===== src/rtl/pc_redirect_pkg.sv =====
// Shared definitions for the PC redirect slice.
//   br_type_e : branch/jump encodings carried on the br_type port
//   state_e   : squash FSM states
//   DEFAULT_* : default datapath width and return-address stack depth
// Optional feature macro used by the slice: PC_ALIGN_CHECK_EN.
package pc_redirect_pkg;

  localparam int DEFAULT_WIDTH     = 16;
  localparam int DEFAULT_RAS_DEPTH = 4;

  typedef enum logic [2:0] {
    BR_NONE = 3'b000,
    BR_BEQZ = 3'b001,
    BR_BNEZ = 3'b010,
    BR_BLTZ = 3'b011,
    BR_BGEZ = 3'b100,
    BR_J    = 3'b101,
    BR_JR   = 3'b110,
    BR_RSVD = 3'b111
  } br_type_e;

  typedef enum logic {
    ST_RUN    = 1'b0,
    ST_SQUASH = 1'b1
  } state_e;

  // The reserved encoding behaves exactly like "no branch".
  function automatic logic is_branch_or_jump(input br_type_e t);
    return (t != BR_NONE) && (t != BR_RSVD);
  endfunction

endpackage


===== src/rtl/cla16.sv =====
// 16-bit carry-lookahead adder: four 4-bit groups, group generate/propagate
// feed a lookahead carry chain; carry-out is discarded.
//   a, b : addends
//   cin  : carry in
//   sum  : a + b + cin, modulo 2^16
module cla16 (
  input  logic [15:0] a,
  input  logic [15:0] b,
  input  logic        cin,
  output logic [15:0] sum
);

  // Bit 15's generate only feeds the discarded carry-out, so it is not formed.
  logic [14:0] g;
  logic [15:0] p;
  logic [2:0]  grp_g;
  logic [2:0]  grp_p;
  logic [3:0]  grp_c;
  logic [15:0] c;

  assign g = a[14:0] & b[14:0];
  assign p = a ^ b;

  always_comb begin
    grp_g = '0;
    grp_p = '1;
    grp_c = '0;
    c     = '0;
    for (int k = 0; k < 3; k++) begin
      for (int j = 0; j < 4; j++) begin
        grp_g[k] = g[4*k+j] | (p[4*k+j] & grp_g[k]);
        grp_p[k] = grp_p[k] & p[4*k+j];
      end
    end
    grp_c[0] = cin;
    for (int k = 0; k < 3; k++) begin
      grp_c[k+1] = grp_g[k] | (grp_p[k] & grp_c[k]);
    end
    for (int k = 0; k < 4; k++) begin
      c[4*k] = grp_c[k];
      for (int j = 1; j < 4; j++) begin
        c[4*k+j] = g[4*k+j-1] | (p[4*k+j-1] & c[4*k+j-1]);
      end
    end
  end

  assign sum = p ^ c;

endmodule


===== src/rtl/pc_ras.sv =====
// Circular return-address stack.
//   clk, rst  : clock, asynchronous active-high reset
//   push, pop : stack operations (both together replace the top entry)
//   push_data : value pushed
//   top       : current top of stack, 0 when empty
//   empty/full: occupancy flags
// A push while full overwrites the oldest entry; a pop while empty is ignored.
module pc_ras
  import pc_redirect_pkg::*;
#(
  parameter int WIDTH = DEFAULT_WIDTH,
  parameter int DEPTH = DEFAULT_RAS_DEPTH,
  parameter int PTR_W = 2
) (
  input  logic             clk,
  input  logic             rst,
  input  logic             push,
  input  logic             pop,
  input  logic [WIDTH-1:0] push_data,
  output logic [WIDTH-1:0] top,
  output logic             empty,
  output logic             full
);

  localparam logic [PTR_W:0]   CNT_MAX = (PTR_W+1)'(DEPTH);
  localparam logic [PTR_W:0]   CNT_ONE = (PTR_W+1)'(1);
  localparam logic [PTR_W-1:0] PTR_ONE = PTR_W'(1);

  // ptr_q points at the next free slot; cnt_q tracks occupancy so that a
  // wrapped pointer can still tell full from empty.
  logic [WIDTH-1:0] mem_q [DEPTH];
  logic [WIDTH-1:0] mem_d [DEPTH];
  logic [PTR_W-1:0] ptr_q, ptr_d;
  logic [PTR_W:0]   cnt_q, cnt_d;
  logic [PTR_W-1:0] top_idx;

  assign top_idx = ptr_q - PTR_ONE;
  assign empty   = (cnt_q == '0);
  assign full    = (cnt_q == CNT_MAX);
  assign top     = empty ? '0 : mem_q[top_idx];

  always_comb begin
    mem_d = mem_q;
    ptr_d = ptr_q;
    cnt_d = cnt_q;
    if (pop && !empty) begin
      if (push) begin
        mem_d[top_idx] = push_data;
      end else begin
        ptr_d = top_idx;
        cnt_d = cnt_q - CNT_ONE;
      end
    end else if (push) begin
      mem_d[ptr_q] = push_data;
      ptr_d        = ptr_q + PTR_ONE;
      if (!full) begin
        cnt_d = cnt_q + CNT_ONE;
      end
    end
  end

  always_ff @(posedge clk or posedge rst) begin
    if (rst) begin
      mem_q <= '{default: '0};
      ptr_q <= '0;
      cnt_q <= '0;
    end else begin
      mem_q <= mem_d;
      ptr_q <= ptr_d;
      cnt_q <= cnt_d;
    end
  end

endmodule


===== src/rtl/pc_redirect_unit.sv =====
// ID-stage branch/jump resolution with registered redirect, one-cycle
// wrong-path squash FSM and a return-address stack with hit counting.
//   clk, rst        : clock, asynchronous active-high reset
//   valid_id, stall : IF/ID valid, global pipeline stall (holds all state)
//   br_type         : branch/jump type (see pc_redirect_pkg::br_type_e)
//   is_link         : instruction pushes pc_add2 as a return address
//   is_return       : instruction pops the return-address stack
//   pc_add2, rs     : pc+2 of the instruction, forwarded rs value
//   ext_imm         : sign-extended displacement
//   redirect_valid  : registered, fetch redirect_pc next
//   redirect_pc     : registered target
//   is_bj           : registered, resolved instruction was a branch/jump
//   squash_if       : kill the instruction currently in IF/ID
//   ras_top/empty/full : return-address stack status
//   ras_hit_cnt     : saturating count of correctly predicted returns
// Optional macro PC_ALIGN_CHECK_EN adds output misalign_exc, flagging taken
// targets with bit0 set; such redirects are issued with bit0 cleared.
module pc_redirect_unit
  import pc_redirect_pkg::*;
#(
  parameter int WIDTH     = DEFAULT_WIDTH,
  parameter int RAS_DEPTH = DEFAULT_RAS_DEPTH,
  parameter int RAS_PTR_W = 2,
  parameter int HIT_CNT_W = 8
) (
  input  logic                 clk,
  input  logic                 rst,
  input  logic                 valid_id,
  input  logic                 stall,
  input  logic [2:0]           br_type,
  input  logic                 is_link,
  input  logic                 is_return,
  input  logic [WIDTH-1:0]     pc_add2,
  input  logic [WIDTH-1:0]     rs,
  input  logic [WIDTH-1:0]     ext_imm,
  output logic                 redirect_valid,
  output logic [WIDTH-1:0]     redirect_pc,
  output logic                 is_bj,
  output logic                 squash_if,
  output logic [WIDTH-1:0]     ras_top,
  output logic                 ras_empty,
  output logic                 ras_full,
  output logic [HIT_CNT_W-1:0] ras_hit_cnt
`ifdef PC_ALIGN_CHECK_EN
  ,
  output logic                 misalign_exc
`endif
);

  localparam logic [HIT_CNT_W-1:0] HIT_ONE = HIT_CNT_W'(1);

  br_type_e             br;
  state_e               state_q, state_d;
  logic                 redirect_valid_q, redirect_valid_d;
  logic [WIDTH-1:0]     redirect_pc_q, redirect_pc_d;
  logic                 is_bj_q, is_bj_d;
  logic [HIT_CNT_W-1:0] ras_hit_cnt_q, ras_hit_cnt_d;
  logic                 taken;
  logic                 accept;
  logic                 take_redirect;
  logic [WIDTH-1:0]     add_base;
  logic [WIDTH-1:0]     target;
  logic [WIDTH-1:0]     redirect_target;
  logic                 ras_push;
  logic                 ras_pop;
`ifdef PC_ALIGN_CHECK_EN
  logic                 misalign_exc_q, misalign_exc_d;
`endif

  assign br = br_type_e'(br_type);

  always_comb begin
    taken = 1'b0;
    unique case (br)
      BR_BEQZ: taken = (rs == '0);
      BR_BNEZ: taken = (rs != '0);
      BR_BLTZ: taken = rs[WIDTH-1];
      BR_BGEZ: taken = !rs[WIDTH-1];
      BR_J,
      BR_JR:   taken = 1'b1;
      default: taken = 1'b0;
    endcase
  end

  // One shared adder: only JR is register-relative.
  assign add_base = (br == BR_JR) ? rs : pc_add2;

  generate
    if (WIDTH == 16) begin : g_cla
      cla16 u_cla16 (
        .a   (add_base),
        .b   (ext_imm),
        .cin (1'b0),
        .sum (target)
      );
    end else begin : g_add
      assign target = add_base + ext_imm;
    end
  endgenerate

`ifdef PC_ALIGN_CHECK_EN
  assign redirect_target = {target[WIDTH-1:1], 1'b0};
`else
  assign redirect_target = target;
`endif

  // Nothing is accepted during the squash cycle: IF/ID then holds wrong-path code.
  assign accept        = valid_id && !stall && (state_q == ST_RUN);
  assign take_redirect = accept && taken;
  assign ras_push      = accept && is_link;
  assign ras_pop       = accept && is_return;

  pc_ras #(
    .WIDTH (WIDTH),
    .DEPTH (RAS_DEPTH),
    .PTR_W (RAS_PTR_W)
  ) u_ras (
    .clk       (clk),
    .rst       (rst),
    .push      (ras_push),
    .pop       (ras_pop),
    .push_data (pc_add2),
    .top       (ras_top),
    .empty     (ras_empty),
    .full      (ras_full)
  );

  // Registered outputs are one-cycle pulses; a stall freezes every register.
  always_comb begin
    state_d          = state_q;
    redirect_valid_d = redirect_valid_q;
    redirect_pc_d    = redirect_pc_q;
    is_bj_d          = is_bj_q;
    ras_hit_cnt_d    = ras_hit_cnt_q;
`ifdef PC_ALIGN_CHECK_EN
    misalign_exc_d   = misalign_exc_q;
`endif
    if (!stall) begin
      redirect_valid_d = take_redirect;
      redirect_pc_d    = take_redirect ? redirect_target : '0;
      is_bj_d          = accept && is_branch_or_jump(br);
`ifdef PC_ALIGN_CHECK_EN
      misalign_exc_d   = take_redirect && target[0];
`endif
      // ras_top still shows the entry being popped this cycle.
      if (ras_pop && !ras_empty && (ras_top == target) && (ras_hit_cnt_q != '1)) begin
        ras_hit_cnt_d = ras_hit_cnt_q + HIT_ONE;
      end
      unique case (state_q)
        ST_RUN:    state_d = take_redirect ? ST_SQUASH : ST_RUN;
        ST_SQUASH: state_d = ST_RUN;
        default:   state_d = ST_RUN;
      endcase
    end
  end

  always_ff @(posedge clk or posedge rst) begin
    if (rst) begin
      state_q          <= ST_RUN;
      redirect_valid_q <= 1'b0;
      redirect_pc_q    <= '0;
      is_bj_q          <= 1'b0;
      ras_hit_cnt_q    <= '0;
`ifdef PC_ALIGN_CHECK_EN
      misalign_exc_q   <= 1'b0;
`endif
    end else begin
      state_q          <= state_d;
      redirect_valid_q <= redirect_valid_d;
      redirect_pc_q    <= redirect_pc_d;
      is_bj_q          <= is_bj_d;
      ras_hit_cnt_q    <= ras_hit_cnt_d;
`ifdef PC_ALIGN_CHECK_EN
      misalign_exc_q   <= misalign_exc_d;
`endif
    end
  end

  assign redirect_valid = redirect_valid_q;
  assign redirect_pc    = redirect_pc_q;
  assign is_bj          = is_bj_q;
  assign squash_if      = (state_q == ST_SQUASH);
  assign ras_hit_cnt    = ras_hit_cnt_q;
`ifdef PC_ALIGN_CHECK_EN
  assign misalign_exc   = misalign_exc_q;
`endif

endmodule

===== config.mk =====
export PLATFORM = sky130hd
export DESIGN_NAME = pc_redirect_unit
export DESIGN_NICKNAME = d
export VERILOG_FILES = /design/src/rtl/pc_redirect_pkg.sv /design/src/rtl/cla16.sv /design/src/rtl/pc_ras.sv /design/src/rtl/pc_redirect_unit.sv
export SDC_FILE = /design/constraint.sdc
export NUM_CORES = 1
export LEC_CHECK = 0
export CORE_MARGIN = 4
export CORE_UTILIZATION = 35
export DETAILED_ROUTE_END_ITERATION = 8
export DONT_BUFFER_PORTS = 1
export GPL_TIMING_DRIVEN = 0
export PLACE_DENSITY_LB_ADDON = 0.1
export SLEW_MARGIN = 20
export SYNTH_ARGS = -nofsm -noshare
export SYNTH_HDL_FRONTEND = slang
export SYNTH_SLANG_ARGS = --single-unit

===== constraint.sdc =====
create_clock -name clk -period 4.12 [get_ports clk]
set_input_delay 1.236 -clock clk [delete_from_list [all_inputs] [get_ports clk]]
set_output_delay 1.236 -clock clk [all_outputs]
set_load 0.05 [all_outputs]

==> results by group <==
Global routing
  – Total GRT Usage: 0.186
  – First-pass GRT wire length: approximately 25 mm
  – Congestion Overflow GR: 0
  – Pin count of the biggest net entering global routing: between 60 and 70
  – Number of global-route vias before repair: between 3000 and 4000
  – Initial antenna violation count: 0

Clocking
  – Hold buffers post-CTS: 0
  – Total CTS buffers: 9
  – Max Root-Sink Buffers: 2
  – Clock Pin Slew Worst Setup and Hold Paths: 70 ps
  – Number of H-tree levels: 3
  – Sinks on Clock Net: 96
  – Clock latency on the worst-skew pair: roughly 350 ps
  – TritonCTS clock tree: done
  – CTS Root Cell: clkbuf_16

Routing
  – Avg Vias per Cell: around 5.5
  – Total Routed Length: approximately 16 mm
  – Residual DRC: 0
  – 1st-pass router iterations: 4
  – Post-route ant nets: 0
  – Wire per inst: between 20 and 25 µm
  – Vias: 3747
  – Iteration-0 DRC Markers: 200

Setup path
  – CP startpoint kind: primary input
  – WS Path Type: in2reg
  – WP data required: approximately 4400 ps
  – CP arrival: roughly 6700 ps
  – Critical Path End Type: register
  – CP Max Fanout: 6

Worst hold path
  – Hold Path Class: reg2reg

Synth
  – Main synth FF type: dfrtp_1
  – Synth Cell Area: approximately 5500 µm²
  – #FFs+latches synth: between 90 and 100
  – Syn avg cell area: between 10 and 15 µm²
  – Yosys top cell by area: dfrtp_1
  – Seq/Total Area, Yosys: 0.434
  – Commonest cells in the synthesized netlist: 96 x dfrtp_1, 81 x mux2_2, 18 x mux2i_1
  – Post-synth EDFFs: 0
  – Post-synth ARST share: 1.00
  – Synth top area share: 0.434
  – Synthesized net count: around 520
  – Cell variety after synth: 56
  – Post-synthesis cell count: 435
  – Synthesis warning total: 0
  – Most common cell in the netlist: dfrtp_1
  – Top post-synthesis cells by area: dfrtp_1 43%, mux2_2 16%, fa_1 4.7%

STA
  – Slew headroom: 0.462
  – Max-slew violations: 0
  – Fin Setup TNS: -27870 ps
  – Worst-Margin Slew: slightly above 800 ps
  – Final worst slack: -2340 ps
  – Unrepaired setup endpoints after global routing: true
  – Final worst path period share: 1.57
  – Max Clk Rate: 155 MHz
  – Crit path time final: 6460 ps
  – Final hold viol count: 0
  – Worst Clk Skew: approximately 4.7 ps
  – Final setup viols: 19
  – Worst Hold Slack: roughly 480 ps

Place
  – Placer Congestion: 0.858
  – Placed Cells: roughly 650
  – Dpl hpwl: roughly 12 mm
  – IO Port Bufs: 0

Floorplanning
  – Initial core utilization: 0.360
  – Die Wd: about 130 µm
  – Site row count: 45
  – Placeable Area: ~15000 µm²
  – Die footprint: between 15000 and 20000 µm²
  – IO Pins: approximately 100
  – Die H: roughly 130 µm

Final layout
  – Fillers: approximately 1400
  – # diodes: 0
  – Area delta synth->final: 20.0%
  – Final nets: approximately 560
  – Share of cells above drive strength 1: 0.387
  – Non-filler cells, final: ~700

Power
  – Maximum VDD drop: ~0.26 mV
  – Power Total: between 5000 and 6000 µW
  – PD cells: about 840 nW/µm²
  – Leak Pwr: roughly 0.0029 µW

Job
  – Total of max-cap violations: 0

Outcome
  – Failing checks: setup timing
  – Outcome: complete, but fails checks
## report_power, final
part / switching, µW / internal (µW)
logic: 2020 / 1190
clock network: 383 / 431
registers: 286 / 1300
## through the flow
| stage | area (µm²) | worst slack, ps | util |
|---|---|---|---|
| 2_1_floorplan | 5590 | -2610 | - |
| 3_3_place_gp | 5850 | -3590 | 0.381 |
| 3_5_place_dp | 5890 | -3610 | 0.383 |
| 4_1_cts | 6480 | -2380 | 0.422 |
| 5_1_grt | 6640 | -2500 | 0.432 |
| 6_report | 6640 | -2340 | 0.432 |
## cell usage in the layout, fill, tap and decap left out, drive strengths merged, types with 4 or more instances in the layout
cell type,Yosys,layout
a21oi,9,9
nor2b,4,4
xor2,9,9
xnor2,9,9
clkinv,0,4
and2,10,10
dfrtp,96,96
a22o,17,17
ha,17,17
clkbuf,7,18
fa,13,13
nor4,7,7
mux2,82,82
nand3,8,8
buf,11,35
a21o,7,7
o21ai,6,6
and3,9,9
mux4,11,11
mux2i,18,18
inv,15,15
nand2,13,13
nor2,14,14
a211oi,5,5
nand4,6,6
## registers in the layout, summed over array words and instances (netlist names)
name	cells
is_bj	1
ras_hit_cnt	8
redirect_pc	16
redirect_valid	1
squash_if	1
u_ras.cnt_q	3
u_ras.mem_q	64
u_ras.ptr_q	2
## final timing paths
kind	startpoint	slack [ps]	end	cells after the start
worst max-delay path	br_type[0]	-2340	ras_hit_cnt[1]$_DFFE_PP0P_	24
min in group asynchronous	rst	720	u_ras.cnt_q[0]$_DFFE_PP0P_	1
worst max register to register	u_ras.ptr_q[0]$_DFFE_PP0P_	640	ras_hit_cnt[1]$_DFFE_PP0P_	12
worst min register to register	u_ras.cnt_q[2]$_DFFE_PP0P_	480	u_ras.cnt_q[2]$_DFFE_PP0P_	1
max in group asynchronous	rst	2770	u_ras.mem_q[39]$_DFFE_PP0P_	2
worst min-delay path	u_ras.cnt_q[2]$_DFFE_PP0P_	480	u_ras.cnt_q[2]$_DFFE_PP0P_	1
## cell type report
| type | count | area, µm² | share of cell area |
|---|---|---|---|
| plain buffers | 18 | 118 | 0.0177 |
| repair buffers | 24 | 254 | 0.0382 |
| well taps | 211 | 264 | 0.0397 |
| clock inverters | 5 | 40.0 | 0.00603 |
| inverters | 15 | 67.6 | 0.0102 |
| flip-flops and latches | 96 | 2400 | 0.362 |
| multi-input cells | 306 | 3250 | 0.490 |
| clock buffers | 11 | 243 | 0.0365 |
## kinds of logic after synthesis
| kind of cell | Yosys count | synth area share |
|---|---|---|
| AND/OR/NAND/NOR | 82 | 0.0857 |
| adder cells (fa/ha/maj) | 30 | 0.0854 |
| buffers and inverters | 33 | 0.0283 |
| XOR/XNOR | 18 | 0.0285 |
| AO/OA/AOI/OAI | 65 | 0.0879 |
| multiplexers | 111 | 0.250 |
| flip-flops | 96 | 0.434 |
## critical path, stage by stage
cell and delay, ps:
nand3b_1 150, buf_6 140, mux2_4 310, ha_4 160, fa_2 360, fa_2 350
fa_2 360, a21o_1 190, a21o_1 170, a21o_1 170, a21o_1 210, a21o_1 200
a21oi_4 170, o21ai_2 80, fa_2 340, fa_2 340, fa_2 480, buf_6 150
nand3_4 70, o2111ai_4 140, nor4_2 200, o2111a_2 310, nand3_4 100, mux2_4 310
## what timing repair did
action,4_1_cts,5_1_grt
buffers inserted,17,6
resized for setup,38,20
hold endpoints to repair,0,0
pin swaps,15,11
endpoints found under the setup margin,32,23
## routing by layer
metal	share of wire	vias up	global-route usage
met5	0	-	0
li1	-	1696	-
met3	0.050	23	0.0385
met4	0.024	0	0.0691
met2	0.49	98	0.307
met1	0.44	1930	0.241
No activity file was read; power rests on OpenSTA's default activity.
